===== config.mk =====
export PLATFORM = sky130hd
export DESIGN_NAME = spi_sensor_reader_flat
export DESIGN_NICKNAME = d
export VERILOG_FILES = /design/src/rtl/spi_sensor_reader_if.sv /design/src/rtl/spi_sensor_reader.sv /design/src/flat_wrapper.sv
export SDC_FILE = /design/constraint.sdc
export NUM_CORES = 1
export LEC_CHECK = 0
export CORE_AREA = 2 2 96 98
export CTS_BUF_LIST = sky130_fd_sc_hd__clkbuf_4 sky130_fd_sc_hd__clkbuf_8
export DETAILED_ROUTE_END_ITERATION = 16
export DIE_AREA = 0 0 98 100
export SYNTH_ARGS = -nofsm -noshare
export SYNTH_HDL_FRONTEND = slang
export SYNTH_SLANG_ARGS = --single-unit

===== constraint.sdc =====
create_clock -name clk -period 2.38 [get_ports clk]
set_input_delay 0.238 -clock clk [delete_from_list [all_inputs] [get_ports clk]]
set_output_delay 0.238 -clock clk [all_outputs]
set_load 0.01 [all_outputs]

===== src/rtl/spi_sensor_reader_if.sv =====
// Bus bundle for spi_sensor_reader: sensor-FSM handshake, received word and SPI pins.
// master = the SPI reader itself, slave = the sensor/consumer side.
interface spi_sensor_reader_if #(
  parameter int DATA_W = 16
);
  logic              start;
  logic              miso;
  logic              sclk;
  logic              cs_n;
  logic              mosi;
  logic [DATA_W-1:0] data;
  logic              data_valid;
  logic              busy;

  modport master (
    input  start, miso,
    output sclk, cs_n, mosi, data, data_valid, busy
  );

  modport slave (
    output start, miso,
    input  sclk, cs_n, mosi, data, data_valid, busy
  );
endinterface


===== src/rtl/spi_sensor_reader.sv =====
// Mode-0 SPI master reading one DATA_W-bit sensor word per start strobe.
// Optional command phase (CMD shifted out on mosi first) enabled by SPI_CMD_EN.
module spi_sensor_reader #(
  parameter int         CLK_DIV = 4,
  parameter int         DATA_W  = 16,
  parameter logic [7:0] CMD     = 8'h00
) (
  input  logic                clk,
  input  logic                rst,
  spi_sensor_reader_if.master bus
);

`ifdef SPI_CMD_EN
  localparam int N = DATA_W + 8;
`else
  localparam int N = DATA_W;
`endif
  localparam int BW  = $clog2(N + 1);
  localparam int DVW = $clog2(CLK_DIV + 1);

  localparam logic [DVW-1:0] DIV_HALF = DVW'(CLK_DIV - 1);
  localparam logic [DVW-1:0] DIV_FULL = DVW'(CLK_DIV);
  localparam logic [BW-1:0]  BIT_END  = BW'(N);

  typedef enum logic [2:0] {IDLE, SETUP, SHIFT, HOLD, DONE} state_t;

  state_t            state_q, state_d;
  logic [DVW-1:0]    div_q, div_d;
  logic [BW-1:0]     bit_q, bit_d;
  logic [DATA_W-1:0] shreg_q, shreg_d;
  logic [DATA_W-1:0] data_q, data_d;
  logic              sclk_q, sclk_d;
  logic              cs_n_q, cs_n_d;
  logic              dv_q, dv_d;
  logic              busy_q, busy_d;
`ifdef SPI_CMD_EN
  logic              mosi_q, mosi_d;
  logic [7:0]        cmd_q, cmd_d;
`endif

  always_comb begin
    state_d = state_q;
    div_d   = div_q;
    bit_d   = bit_q;
    shreg_d = shreg_q;
    data_d  = data_q;
    sclk_d  = sclk_q;
    cs_n_d  = cs_n_q;
    dv_d    = 1'b0;
    busy_d  = busy_q;
`ifdef SPI_CMD_EN
    mosi_d  = mosi_q;
    cmd_d   = cmd_q;
`endif
    case (state_q)
      IDLE: begin
        if (bus.start) begin
          state_d = SETUP;
          div_d   = '0;
          bit_d   = '0;
        end
      end
      // SETUP spans CLK_DIV+1 cycles: cs_n drops one cycle after start is taken
      SETUP: begin
        div_d = div_q + 1'b1;
        if (div_q == '0) begin
          cs_n_d = 1'b0;
          busy_d = 1'b1;
`ifdef SPI_CMD_EN
          mosi_d = CMD[7];
          cmd_d  = {CMD[6:0], 1'b0};
`endif
        end
        if (div_q == DIV_FULL) begin
          state_d = SHIFT;
          div_d   = '0;
          sclk_d  = 1'b1;
          shreg_d = DATA_W'({shreg_q, bus.miso});
        end
      end
      SHIFT: begin
        div_d = div_q + 1'b1;
        if (div_q == DIV_HALF) begin
          div_d = '0;
          if (sclk_q) begin
            sclk_d = 1'b0;
            bit_d  = bit_q + 1'b1;
`ifdef SPI_CMD_EN
            mosi_d = cmd_q[7];
            cmd_d  = {cmd_q[6:0], 1'b0};
`endif
          end else if (bit_q == BIT_END) begin
            state_d = HOLD;
          end else begin
            sclk_d  = 1'b1;
            // command-phase samples simply fall off the top of the register
            shreg_d = DATA_W'({shreg_q, bus.miso});
          end
        end
      end
      HOLD: begin
        div_d = div_q + 1'b1;
        if (div_q == DIV_FULL) begin
          state_d = DONE;
          cs_n_d  = 1'b1;
          busy_d  = 1'b0;
          dv_d    = 1'b1;
          data_d  = shreg_q;
        end
      end
      DONE: state_d = IDLE;
      default: state_d = IDLE;
    endcase
  end

  always_ff @(posedge clk) begin
    if (rst) begin
      state_q <= IDLE;
      div_q   <= '0;
      bit_q   <= '0;
      shreg_q <= '0;
      data_q  <= '0;
      sclk_q  <= 1'b0;
      cs_n_q  <= 1'b1;
      dv_q    <= 1'b0;
      busy_q  <= 1'b0;
`ifdef SPI_CMD_EN
      mosi_q  <= 1'b0;
      cmd_q   <= '0;
`endif
    end else begin
      state_q <= state_d;
      div_q   <= div_d;
      bit_q   <= bit_d;
      shreg_q <= shreg_d;
      data_q  <= data_d;
      sclk_q  <= sclk_d;
      cs_n_q  <= cs_n_d;
      dv_q    <= dv_d;
      busy_q  <= busy_d;
`ifdef SPI_CMD_EN
      mosi_q  <= mosi_d;
      cmd_q   <= cmd_d;
`endif
    end
  end

  assign bus.sclk       = sclk_q;
  assign bus.cs_n       = cs_n_q;
  assign bus.data       = data_q;
  assign bus.data_valid = dv_q;
  assign bus.busy       = busy_q;
`ifdef SPI_CMD_EN
  assign bus.mosi       = mosi_q;
`else
  logic unused_cmd;
  assign unused_cmd = ^CMD;
  assign bus.mosi   = 1'b0;
`endif

endmodule

===== src/flat_wrapper.sv =====
// flat-port wrapper written by rule: the top's interface ports become plain ports
module spi_sensor_reader_flat 
#(
  parameter int         CLK_DIV = 4,
  parameter int         DATA_W  = 16,
  parameter logic [7:0] CMD     = 8'h00
)
  (clk, rst, bus_start, bus_miso, bus_sclk, bus_cs_n, bus_mosi, bus_data, bus_data_valid, bus_busy);
  spi_sensor_reader_if #(.DATA_W(DATA_W)) bus_i ();
  input  logic clk;
  input  logic rst;
  input wire logic [$bits(bus_i.start)-1:0] bus_start;
  input wire logic [$bits(bus_i.miso)-1:0] bus_miso;
  output wire logic [$bits(bus_i.sclk)-1:0] bus_sclk;
  output wire logic [$bits(bus_i.cs_n)-1:0] bus_cs_n;
  output wire logic [$bits(bus_i.mosi)-1:0] bus_mosi;
  output wire logic [$bits(bus_i.data)-1:0] bus_data;
  output wire logic [$bits(bus_i.data_valid)-1:0] bus_data_valid;
  output wire logic [$bits(bus_i.busy)-1:0] bus_busy;
  assign bus_i.start = bus_start;
  assign bus_i.miso = bus_miso;
  assign bus_sclk = bus_i.sclk;
  assign bus_cs_n = bus_i.cs_n;
  assign bus_mosi = bus_i.mosi;
  assign bus_data = bus_i.data;
  assign bus_data_valid = bus_i.data_valid;
  assign bus_busy = bus_i.busy;
  spi_sensor_reader #(.CLK_DIV(CLK_DIV), .DATA_W(DATA_W), .CMD(CMD)) u_core (.clk(clk), .rst(rst), .bus(bus_i));
endmodule

==> results.py, run 1 <==
metrics = {
    "run_status": {
        "status": "finished clean",
    },
    "critical_path": {
        "reg2reg_depth": 6,
        "worstSetupStartpointType": "flip-flop",
        "rr_endpoint": "u_core.shreg_q[14]",
        "slowest_delay_ps": 740,
        "crit_top_cell": "ha_1",
        "crit_type": "flip-flop to flip-flop",
        "r2r_start": "u_core.div_q[0]",
        "startpoint": "u_core.div_q[0]",
        "critical-path-slowest-cell": "and2_1",
        "required_ps": 2610,
        "endpoint_kind": "flip-flop",
        "r2r_slack_ps": 250,
        "crit_fanout": 16,
        "worstPathCellList": "ha_1, ha_1, nand3b_1, a21oi_1, and2_1, mux2i_1",
        "crit_arrival_ps": 2350,
    },
    "drt": {
        "dr.pass1.iters": 4,
        "drt-initial-drc-count": 57,
        "finalWirelength_um": 4130,
        "dr_total_vias": 1566,
        "viasPerCell": 4.36,
        "wl_per_cell_um": 11.5,
        "drc": 0,
        "ant_nets": 0,
    },
    "clocking": {
        "cts_resized": 0,
        "clock_sinks": 47,
        "cts_tree": "built",
        "cts.path.max_buffers": 2,
        "path_clk_slew_ps": 90,
        "numCtsBuffers": 5,
        "htreeDepth": 2,
        "cts_setup_buffers": 0,
        "clock_latency_ps": 300,
        "clock-root-buffer": "clkbuf_8",
        "holdBufCountCts": 0,
    },
    "synthesis": {
        "syn_nets": 238,
        "yosys.area.top_type_share_pct": 46.2,
        "synthTopCellsByCount": "47 x dfxtp_1, 40 x nand2_1, 25 x a21oi_1, 17 x nand2b_1, 16 x mux2i_1",
        "ys.flop_type": "dfxtp_1",
        "synth.area.mux_share_pct": 7.86,
        "yosysSeqAreaShare_pct": 46.2,
        "yosysMostFrequentCell": "dfxtp_1",
        "synthesis.area_um2": 2040,
        "ys_seq_elements": 47,
        "synthSimpleGateAreaFrac_pct": 22.9,
        "syn_inst": 228,
        "synthArstFlopShare_pct": 0,
        "synth_top_family_by_area": "simple AND/OR/NAND/NOR gates",
        "synthTopCellsByArea": "dfxtp_1 46%, mux2i_1 7.9%, nand2_1 7.4%",
        "syn_avg_cell_area_um2": 8.93,
        "synth-xor-area-share_pct": 1.29,
        "yosys.area.top_type": "dfxtp_1",
        "synth_enable_flop_cells": 0,
        "synth-adder-area-share_pct": 3.69,
        "synth-compound-area-share_pct": 12.3,
        "ys_warn_count": 0,
        "ys_types": 37,
    },
    "power_and_ir_drop": {
        "p_leak_nw": 0.801,
        "switching_share_pct": 23.3,
        "combPwrFrac_pct": 5.0,
        "clock_power_share_pct": 36.2,
        "power_density_nw_per_um2": 556,
        "p_switching_w": 0.000318,
        "seqPwrFrac_pct": 58.8,
        "internal_power_w": 0.00105,
        "peakVddDrop_mv": 0.237,
    },
    "global_routing": {
        "antenna_found_initial": 0,
        "grt_first_pass_wirelength_um": 6960,
        "grt_usage_pct": 8.66,
        "overflow": 0,
        "grt_pass1_vias": 1484,
        "grt_max_degree": 47,
    },
    "min_path": {
        "hold_depth": 2,
        "hp-start": "u_core.bus.data[10]",
        "hold_end": "u_core.bus.data[10]",
        "hold_class": "flip-flop to flip-flop",
    },
    "layout": {
        "syn_to_final_growth_pct": 20.6,
        "multiInputGateArea_um2": 982,
        "diodes": 0,
        "layout-drive-gt1-share_pct": 6.45,
        "nets": 257,
        "nFillCells": 956,
        "seqCellArea_um2": 941,
    },
    "timing": {
        "min_period_ps": 2130,
        "max-slew-margin-rel_pct": 40.7,
        "final_hold_viol_count": 0,
        "max_freq_ghz": 0.470,
        "tightest_slew_ps": 890,
        "rsz0062_at_grt": "no",
        "finalHoldWorstSlack_ps": 457,
        "fin_skew_ps": 7.34,
        "finalSetupViolations": 0,
        "min_period_over_period_pct": 89.3,
        "drv_slew": 0,
        "tns_ps": 0,
    },
    "job": {
        "maxCapViolCount": 0,
    },
    "floorplanning": {
        "core_area_um2": 8890,
        "io_pins": 25,
        "dieHeight_um": 100,
        "dieArea_um2": 9800,
        "start_util_pct": 22.9,
        "fp-row-count": 35,
        "die_x_um": 98,
    },
    "placed_design": {
        "routabilityCongestion": 0.788,
        "dp_hpwl_um": 2810,
        "io_buffers": 23,
    },
}
-- layout make-up --
type / count / area share (%)
repair buffers: 29 / 11.2
inverters: 7 / 1.07
clock inverters: 2 / 0.662
multi-input cells: 157 / 40.0
clock buffers: 6 / 3.11
well taps: 111 / 5.65
flip-flops and latches: 47 / 38.3
-- sequential cells by signal (all words and copies together), names as in the netlist --
name and cells:
u_core.bus.cs_n 1, u_core.div_q 3, u_core.bus.data_valid 1, u_core.bus.sclk 1
u_core.state_q 3, u_core.bus.busy 1, u_core.bus.data 16, u_core.bit_q 5
u_core.shreg_q 16
-- worst max-delay path by stage --
stage | to | slack [ps]
2_1_floorplan | u_core.shreg_q[10] | 710
3_3_place_gp | u_core.shreg_q[10] | 340
3_5_place_dp | u_core.shreg_q[11] | 270
4_1_cts | u_core.shreg_q[11] | 230
5_1_grt | u_core.shreg_q[5] | 40
6_report | u_core.shreg_q[14] | 250
-- per-stage QoR --
step | util [%] | power (W) | setup slack [ps] | instance area (um2) | instances
final | 27.6 | 0.00137 | 254 | 2460 | 359
after detailed placement | 26.6 | 0.000890 | 272 | 2360 | 351
after floorplan | - | 0.000866 | 708 | 2040 | 228
after global placement | 26.6 | 0.000887 | 339 | 2360 | 351
after global routing | 27.6 | 0.00143 | 43.3 | 2460 | 359
after CTS | 27.6 | 0.00139 | 235 | 2460 | 359
-- per-layer routing --
| layer | part of all wire [%] | up-vias | wire (um) | global-route usage (%) |
|---|---|---|---|---|
| met4 | 0.99 | 0 | 41 | 2.67 |
| li1 | - | 803 | - | - |
| met5 | 0 | - | 0 | 0 |
| met1 | 49 | 734 | 2020 | 11.1 |
| met3 | 3.7 | 5 | 151 | 2.37 |
| met2 | 47 | 24 | 1920 | 14.3 |
-- power groups by stage --
stage	clock network, W	registers [W]	logic, W
global placement	0	0.000820	0.0000666
detailed placement	0	0.000821	0.0000693
global route	0.000552	0.000804	0.0000757
finish	0.000494	0.000802	0.0000688
floorplan	0	0.000818	0.0000479
CTS	0.000520	0.000802	0.0000696
-- cell usage in the layout, fill, tap and decap left out, drive strengths merged, types with 2 or more instances in the layout --
cell type      Yosys  layout
buf                7       6
and3b              2       2
o21ai              6       6
nor2b              2       2
and3               3       3
a21o               2       2
mux2i             16      16
inv                7       8
xor2               3       3
nand3              2       2
clkdlybuf4s50      0      23
nor3               2       2
nand3b             5       5
nor2               6       6
nor4b              2       2
o211ai             2       2
o21bai             2       2
dfxtp             47      47
and2               2       2
nand4b             2       2
nand2b            17      17
nand2             40      40
nand4              2       2
ha                 6       6
clkbuf            10       6
a21oi             25      25
-- worst max-delay path: cells and delay by family (launching register included) --
| family | cells | cell delay, ps |
|---|---|---|
| AND/OR/NAND/NOR | 2 | 830 |
| flip-flops | 1 | 390 |
| adder cells (fa/ha/maj) | 2 | 390 |
| multiplexers | 1 | 260 |
| AO/OA/AOI/OAI | 1 | 200 |
-- logic make-up (layout without fill, tap and decap cells) --
group | count (synthesis) | in the layout
and+or+nand+nor | 89 | 89
xor gates and xnor gates | 3 | 3
AOI/OAI and AO/OA | 42 | 42
other | 1 | 1
adders and majority gates | 6 | 6
buffers and inverters | 24 | 44
muxes | 16 | 16
DFF | 47 | 47
Note: power is estimated with default switching activity, not from simulation.
==> run 2: changes to the inputs <==
--- a/config.mk
+++ b/config.mk
@@ -5,10 +5,12 @@
 export SDC_FILE = /design/constraint.sdc
 export NUM_CORES = 1
 export LEC_CHECK = 0
+export ABC_AREA = 1
 export CORE_AREA = 2 2 96 98
 export CTS_BUF_LIST = sky130_fd_sc_hd__clkbuf_4 sky130_fd_sc_hd__clkbuf_8
 export DETAILED_ROUTE_END_ITERATION = 16
 export DIE_AREA = 0 0 98 100
+export HOLD_SLACK_MARGIN = 0.12
 export SYNTH_ARGS = -nofsm -noshare
 export SYNTH_HDL_FRONTEND = slang
 export SYNTH_SLANG_ARGS = --single-unit
==> run 2 against run 1 <==
  * Die area unchanged
  * Maximum frequency grew 26%
  * Clock-buffer cell count shrank 1
  * Clock skew is essentially flat
  * Non-clock buffer count decreased by 4
  * Critical path type unchanged
  * Critical endpoint is now u_core.bit_q[0]
==> results.py, run 2 <==
metrics = {
    "power_and_ir_drop": {
        "power_w": 0.00242,
        "seqPwrFrac_pct": 41.0,
        "switching_share_pct": 37.2,
        "power_density_nw_per_um2": 973,
        "combPwrFrac_pct": 34.4,
        "peakVddDrop_mv": 0.312,
        "p_leak_nw": 1.02,
        "internal_power_w": 0.00152,
        "p_switching_w": 0.000898,
        "clock_power_share_pct": 24.7,
    },
    "timing": {
        "finalSetupViolations": 0,
        "finalHoldWorstSlack_ps": 475,
        "min_period_ps": 1690,
        "min_period_over_period_pct": 71.1,
        "tns_ps": 0,
        "fin_skew_ps": 7.27,
        "rsz0062_at_grt": "no",
        "drv_slew": 0,
        "final_hold_viol_count": 0,
        "max_freq_ghz": 0.591,
    },
    "placed_design": {
        "dp_cells": 401,
        "dp_hpwl_um": 3030,
        "io_buffers": 23,
        "routabilityCongestion": 0.892,
    },
    "floorplanning": {
        "fp-row-count": 35,
        "die_x_um": 98,
        "io_pins": 25,
        "dieArea_um2": 9800,
        "dieHeight_um": 100,
        "core_area_um2": 8890,
        "start_util_pct": 23.1,
    },
    "synthesis": {
        "synth_enable_flop_cells": 0,
        "ys_types": 29,
        "synth-xor-area-share_pct": 0.427,
        "syn_nets": 287,
        "yosysSeqAreaShare_pct": 45.8,
        "synth-compound-area-share_pct": 12.2,
        "synthArstFlopShare_pct": 0,
        "synth-adder-area-share_pct": 3.66,
        "ys_warn_count": 0,
        "synthSimpleGateAreaFrac_pct": 28.0,
        "ys_seq_elements": 47,
        "yosys.area.top_type": "dfxtp_1",
        "ys.flop_type": "dfxtp_1",
        "yosys.area.top_type_share_pct": 45.8,
        "syn_avg_cell_area_um2": 7.41,
        "synth_top_family_by_area": "simple AND/OR/NAND/NOR gates",
        "synthTopCellsByCount": "48 x nor2_1, 47 x dfxtp_1, 43 x nand2_1, 30 x inv_1, 25 x nand3_1",
        "synthesis.area_um2": 2050,
        "syn_inst": 277,
        "synthTopCellsByArea": "dfxtp_1 46%, nor2_1 8.8%, nand2_1 7.9%",
        "synth.area.mux_share_pct": 0,
        "yosysMostFrequentCell": "nor2_1",
    },
    "clocking": {
        "numCtsBuffers": 5,
        "clock_latency_ps": 300,
        "cts_resized": 0,
        "cts.path.max_buffers": 2,
        "cts_setup_buffers": 0,
        "clock_sinks": 47,
        "holdBufCountCts": 0,
        "path_clk_slew_ps": 90,
        "htreeDepth": 2,
        "cts_tree": "built",
        "clock-root-buffer": "clkbuf_8",
    },
    "layout": {
        "seqCellArea_um2": 941,
        "multiInputGateArea_um2": 913,
        "nets": 307,
        "diodes": 0,
        "layout_common_cells": "48 x nor2_1, 47 x dfxtp_1, 43 x nand2_1",
        "final_common_cell": "nor2_1",
        "nFillCells": 960,
        "syn_to_final_growth_pct": 21.0,
        "layout-drive-gt1-share_pct": 7.72,
        "finalNonFillerCells": 409,
        "postLayoutCoreUtil_pct": 28.0,
    },
    "drt": {
        "dr_total_vias": 1735,
        "dr.pass1.iters": 4,
        "finalWirelength_um": 4260,
        "met2RoutedLength_um": 2050,
        "drt-initial-drc-count": 130,
        "top_layer_used": "met4",
        "ant_nets": 0,
        "viasPerCell": 4.24,
        "dr_wl_met3_um": 102,
        "wl_per_cell_um": 10.4,
        "drc": 0,
        "wirelength_met1_um": 2100,
    },
    "critical_path": {
        "critical-path-top-delay-family": "simple AND/OR/NAND/NOR gates",
        "r2r_slack_ps": 690,
        "worstPathCellList": "ha_1, ha_1, nand3b_2, nand3_1, inv_1, o21ai_1, nor2_1",
        "critical-path-slowest-cell": "dfxtp_1",
        "worstSetupStartpointType": "flip-flop",
        "crit_type": "flip-flop to flip-flop",
        "slowest_delay_ps": 330,
        "required_ps": 2580,
        "crit_fanout": 8,
        "endpoint_kind": "flip-flop",
        "crit_top_cell": "ha_1",
        "crit_arrival_ps": 1890,
        "cp_num_buf_inv": 1,
    },
    "global_routing": {
        "grt_usage_pct": 9.10,
        "antenna_found_initial": 0,
        "grt_pass1_vias": 1651,
        "grt_first_pass_wirelength_um": 7520,
        "grt_max_degree": 35,
        "overflow": 0,
    },
    "job": {
        "maxCapViolCount": 0,
    },
    "run_status": {
        "status": "finished clean",
    },
    "min_path": {
        "hold_class": "flip-flop to flip-flop",
    },
}
## run 2: cell types whose count changed in the layout (fill, tap and decap cells not counted), sizes merged, moves of 3 or more
cell,delta
mux2i,-16
nand3b,-3
nor2,+45
nand2,+5
buf,-4
nand2b,-17
o21ai,+16
inv,+28
and3,-3
nand3,+24
## run 2: power groups by stage
stage,clock network [W],registers [W],logic [W]
final,0.000596,0.000990,0.000830
after global routing,0.000644,0.00101,0.000971
after CTS,0.000617,0.000992,0.000839
after detailed placement,0,0.00101,0.000837
after global placement,0,0.00101,0.000827
after floorplan,0,0.000995,0.000692
## run 2: kinds of logic after synthesis
family | count (synthesis)
flops | 47
buf+inv | 47
simple gates | 126
compound gates | 49
fa+ha+maj | 6
other cells | 1
xor+xnor | 1
## run 2: final timing paths
check,from,endpoint,cells after the start
worst max-delay path,u_core.div_q[0],u_core.bit_q[0],7
worst min register to register,u_core.shreg_q[2],u_core.bus.data[2],2
worst max register to register,u_core.div_q[0],u_core.bit_q[0],7
worst min-delay path,u_core.shreg_q[2],u_core.bus.data[2],2
## run 2: per-layer routing
metal / vias up / GRT usage (%)
met5: - / 0
met4: 0 / 2.03
met3: 2 / 2.23
met2: 21 / 15.7
met1: 792 / 11.6
li1: 920 / -
## run 2: stage by stage
step                      cell area [um2]  setup WS (ps)
final                                2480            687
after global routing                 2480            555
after CTS                            2480            681
after detailed placement             2370            626
after global placement               2370            699
after floorplan                      2050            876
## run 2: cell type report
| class | instances | share of cell area, % |
|---|---|---|
| repair buffers | 25 | 9.87 |
| well taps | 111 | 5.59 |
| clock buffers | 5 | 2.77 |
| clock inverters | 3 | 1.86 |
| multi-input cells | 183 | 36.8 |
| inverters | 35 | 5.29 |
| flip-flops and latches | 47 | 37.9 |
## run 2: worst min-delay path, stage by stage (launching register included)
cell and delay (ps):
dfxtp_1 320, inv_1 60, a21oi_1 50
==> run 3: changes to the inputs <==
==> constraint.sdc (replaced) <==
create_clock -name clk -period 1.5 [get_ports clk]
set_input_delay 0.15 -clock clk [delete_from_list [all_inputs] [get_ports clk]]
set_output_delay 0.15 -clock clk [all_outputs]
set_load 0.01 [all_outputs]
==> run 3 against run 2 <==
  * Final cell count up 5.6%
  * Via count up 7.0%
  * Highest routed layer unchanged
  * Non-clock buffer count up 23
  * Clock-buffer cell count up 1
  * Largest power group is now combinational cells
  * Die area unchanged
  * Wire length up 17%
==> results.py, run 3 (synthesis gave the netlist of run 2 again) <==
metrics = {
    "layout": {
        "layout-drive-gt1-share_pct": 19.9,
        "layout_common_cells": "47 x nor2_1, 41 x dfxtp_1, 40 x nand2_1",
        "nFillCells": 960,
        "diodes": 0,
        "postLayoutCoreUtil_pct": 31.9,
        "fin_area_um2": 2830,
        "syn_to_final_growth_pct": 38.0,
        "finalNonFillerCells": 432,
        "nets": 330,
        "multiInputGateArea_um2": 1000,
        "final_common_cell": "nor2_1",
        "seqCellArea_um2": 951,
    },
    "floorplanning": {
        "io_pins": 25,
        "dieArea_um2": 9800,
        "start_util_pct": 23.1,
        "die_x_um": 98,
        "dieHeight_um": 100,
        "fp-row-count": 35,
        "core_area_um2": 8890,
    },
    "clocking": {
        "clock-root-buffer": "clkbuf_8",
        "cts_tree": "built",
        "holdBufCountCts": 0,
        "htreeDepth": 2,
        "numCtsBuffers": 5,
        "clock_sinks": 47,
        "path_clk_slew_ps": 90,
        "clock_latency_ps": 310,
        "cts.path.max_buffers": 2,
    },
    "global_routing": {
        "antenna_found_initial": 0,
        "overflow": 0,
        "grt_first_pass_wirelength_um": 8060,
        "grt_usage_pct": 10.2,
        "grt_max_degree": 39,
        "grt_pass1_vias": 1807,
    },
    "drt": {
        "dr.pass1.iters": 4,
        "finalWirelength_um": 4980,
        "viasPerCell": 4.30,
        "drc": 0,
        "dr_total_vias": 1857,
        "drt-initial-drc-count": 78,
        "wl_per_cell_um": 11.5,
        "ant_nets": 0,
    },
    "timing": {
        "setup_slack_ps": 26.4,
        "max_freq_ghz": 0.679,
        "min_period_over_period_pct": 98.2,
        "tns_ps": 0,
        "drv_slew": 0,
        "min_period_ps": 1470,
        "fin_skew_ps": 3.47,
        "finalSetupViolations": 0,
        "final_hold_viol_count": 0,
        "rsz0062_at_grt": "yes",
    },
    "min_path": {
        "hold_depth": 2,
        "hp-start": "u_core.shreg_q[8]",
        "hold_class": "flip-flop to flip-flop",
        "hold_end": "u_core.bus.data[8]",
    },
    "critical_path": {
        "worstSetupStartpointType": "flip-flop",
        "crit_type": "flip-flop to flip-flop",
        "worstPathCellList": "inv_2, ha_4, nand2_4, buf_6, nor3_4, buf_12, clkbuf_16, o21ai_0, a21oi_1",
        "r2r_slack_ps": 30,
        "reg2reg_depth": 9,
        "endpoint_kind": "flip-flop",
        "critical-path-top-delay-family": "buffers and inverters",
        "crit_fanout": 6,
        "r2r_start": "u_core.div_q[0]",
        "slowest_delay_ps": 350,
        "cp_num_buf_inv": 4,
        "critical-path-slowest-cell": "dfxtp_2",
        "rr_endpoint": "u_core.bus.data[9]",
        "crit_arrival_ps": 1720,
        "required_ps": 1750,
    },
    "job": {
        "maxCapViolCount": 0,
    },
    "power_and_ir_drop": {
        "peakVddDrop_mv": 0.560,
        "p_leak_nw": 1.17,
        "power_density_nw_per_um2": 1460,
    },
    "placed_design": {
        "io_buffers": 23,
        "dp_slack_ps": -110,
        "post_dp_cell_area_um2": 2480,
        "dp_cells": 412,
        "dp_hpwl_um": 3130,
        "routabilityCongestion": 0.836,
    },
    "run_status": {
        "status": "finished clean",
    },
}
==> run 3: cell count changes in the layout (fill, tap and decap cells not counted), sizes merged <==
cell / before / now
clkbuf: 5 / 8
bufinv: 1 / 0
buf: 2 / 23
==> run 3: worst max-delay path by stage <==
stage | endpoint | startpoint | slack [ps] | depth (start not counted)
finish | u_core.bus.data[9] | u_core.div_q[0] | 30 | 9
global route | u_core.bus.data[4] | u_core.div_q[1] | -30 | 9
CTS | u_core.div_q[2] | u_core.div_q[0] | 0.8 | 8
detailed placement | u_core.bit_q[0] | u_core.div_q[0] | -110 | 7
global placement | u_core.bit_q[0] | u_core.div_q[0] | -50 | 7
floorplan | u_core.bit_q[0] | u_core.div_q[0] | -4 | 7
==> run 3: metrics by stage <==
step	power (W)	hold WS (ps)
after floorplan	0.00268	363
after global placement	0.00293	457
after detailed placement	0.00298	468
after CTS	0.00391	482
after global routing	0.00447	501
final	0.00414	479
==> run 3: metal layers <==
metal	vias to the layer above	share of wire [%]	track usage, %
met1	853	45	12.1
met5	-	0	0
li1	962	-	-
met2	34	50	16.9
met3	8	3.5	3.48
met4	0	2.0	4.06
==> run 3: layout make-up <==
type                       instances  area share [%]
clock buffer                       6            2.69
clock inverter                     2           0.574
inverter                          35            4.81
multi-input combinational        183            35.5
sequential                        47            33.6
tap                              111            4.90
timing repair buffer              48            18.0
==> run 3: report_power, final <==
group / total [W] / internal (W) / switching, W
Combinational: 0.00174 / 0.000745 / 0.000996
Sequential: 0.00159 / 0.00145 / 0.000138
Clock: 0.000809 / 0.000354 / 0.000456
==> run 3: worst reg2reg max path, stage by stage, from the launching register on <==
cell and delay (ps):
dfxtp_2 350, inv_2 70, ha_4 150, nand2_4 50, buf_6 120, nor3_4 200, buf_12 160, clkbuf_16 140
o21ai_0 70, a21oi_1 110
==> run 3: repair_timing <==
item | in CTS | in global routing
pin swaps | 1 | 10
gates cloned | 0 | 2
buffers inserted | 3 | 7
resized for setup | 5 | 35
endpoints found under the setup margin | 40 | 42
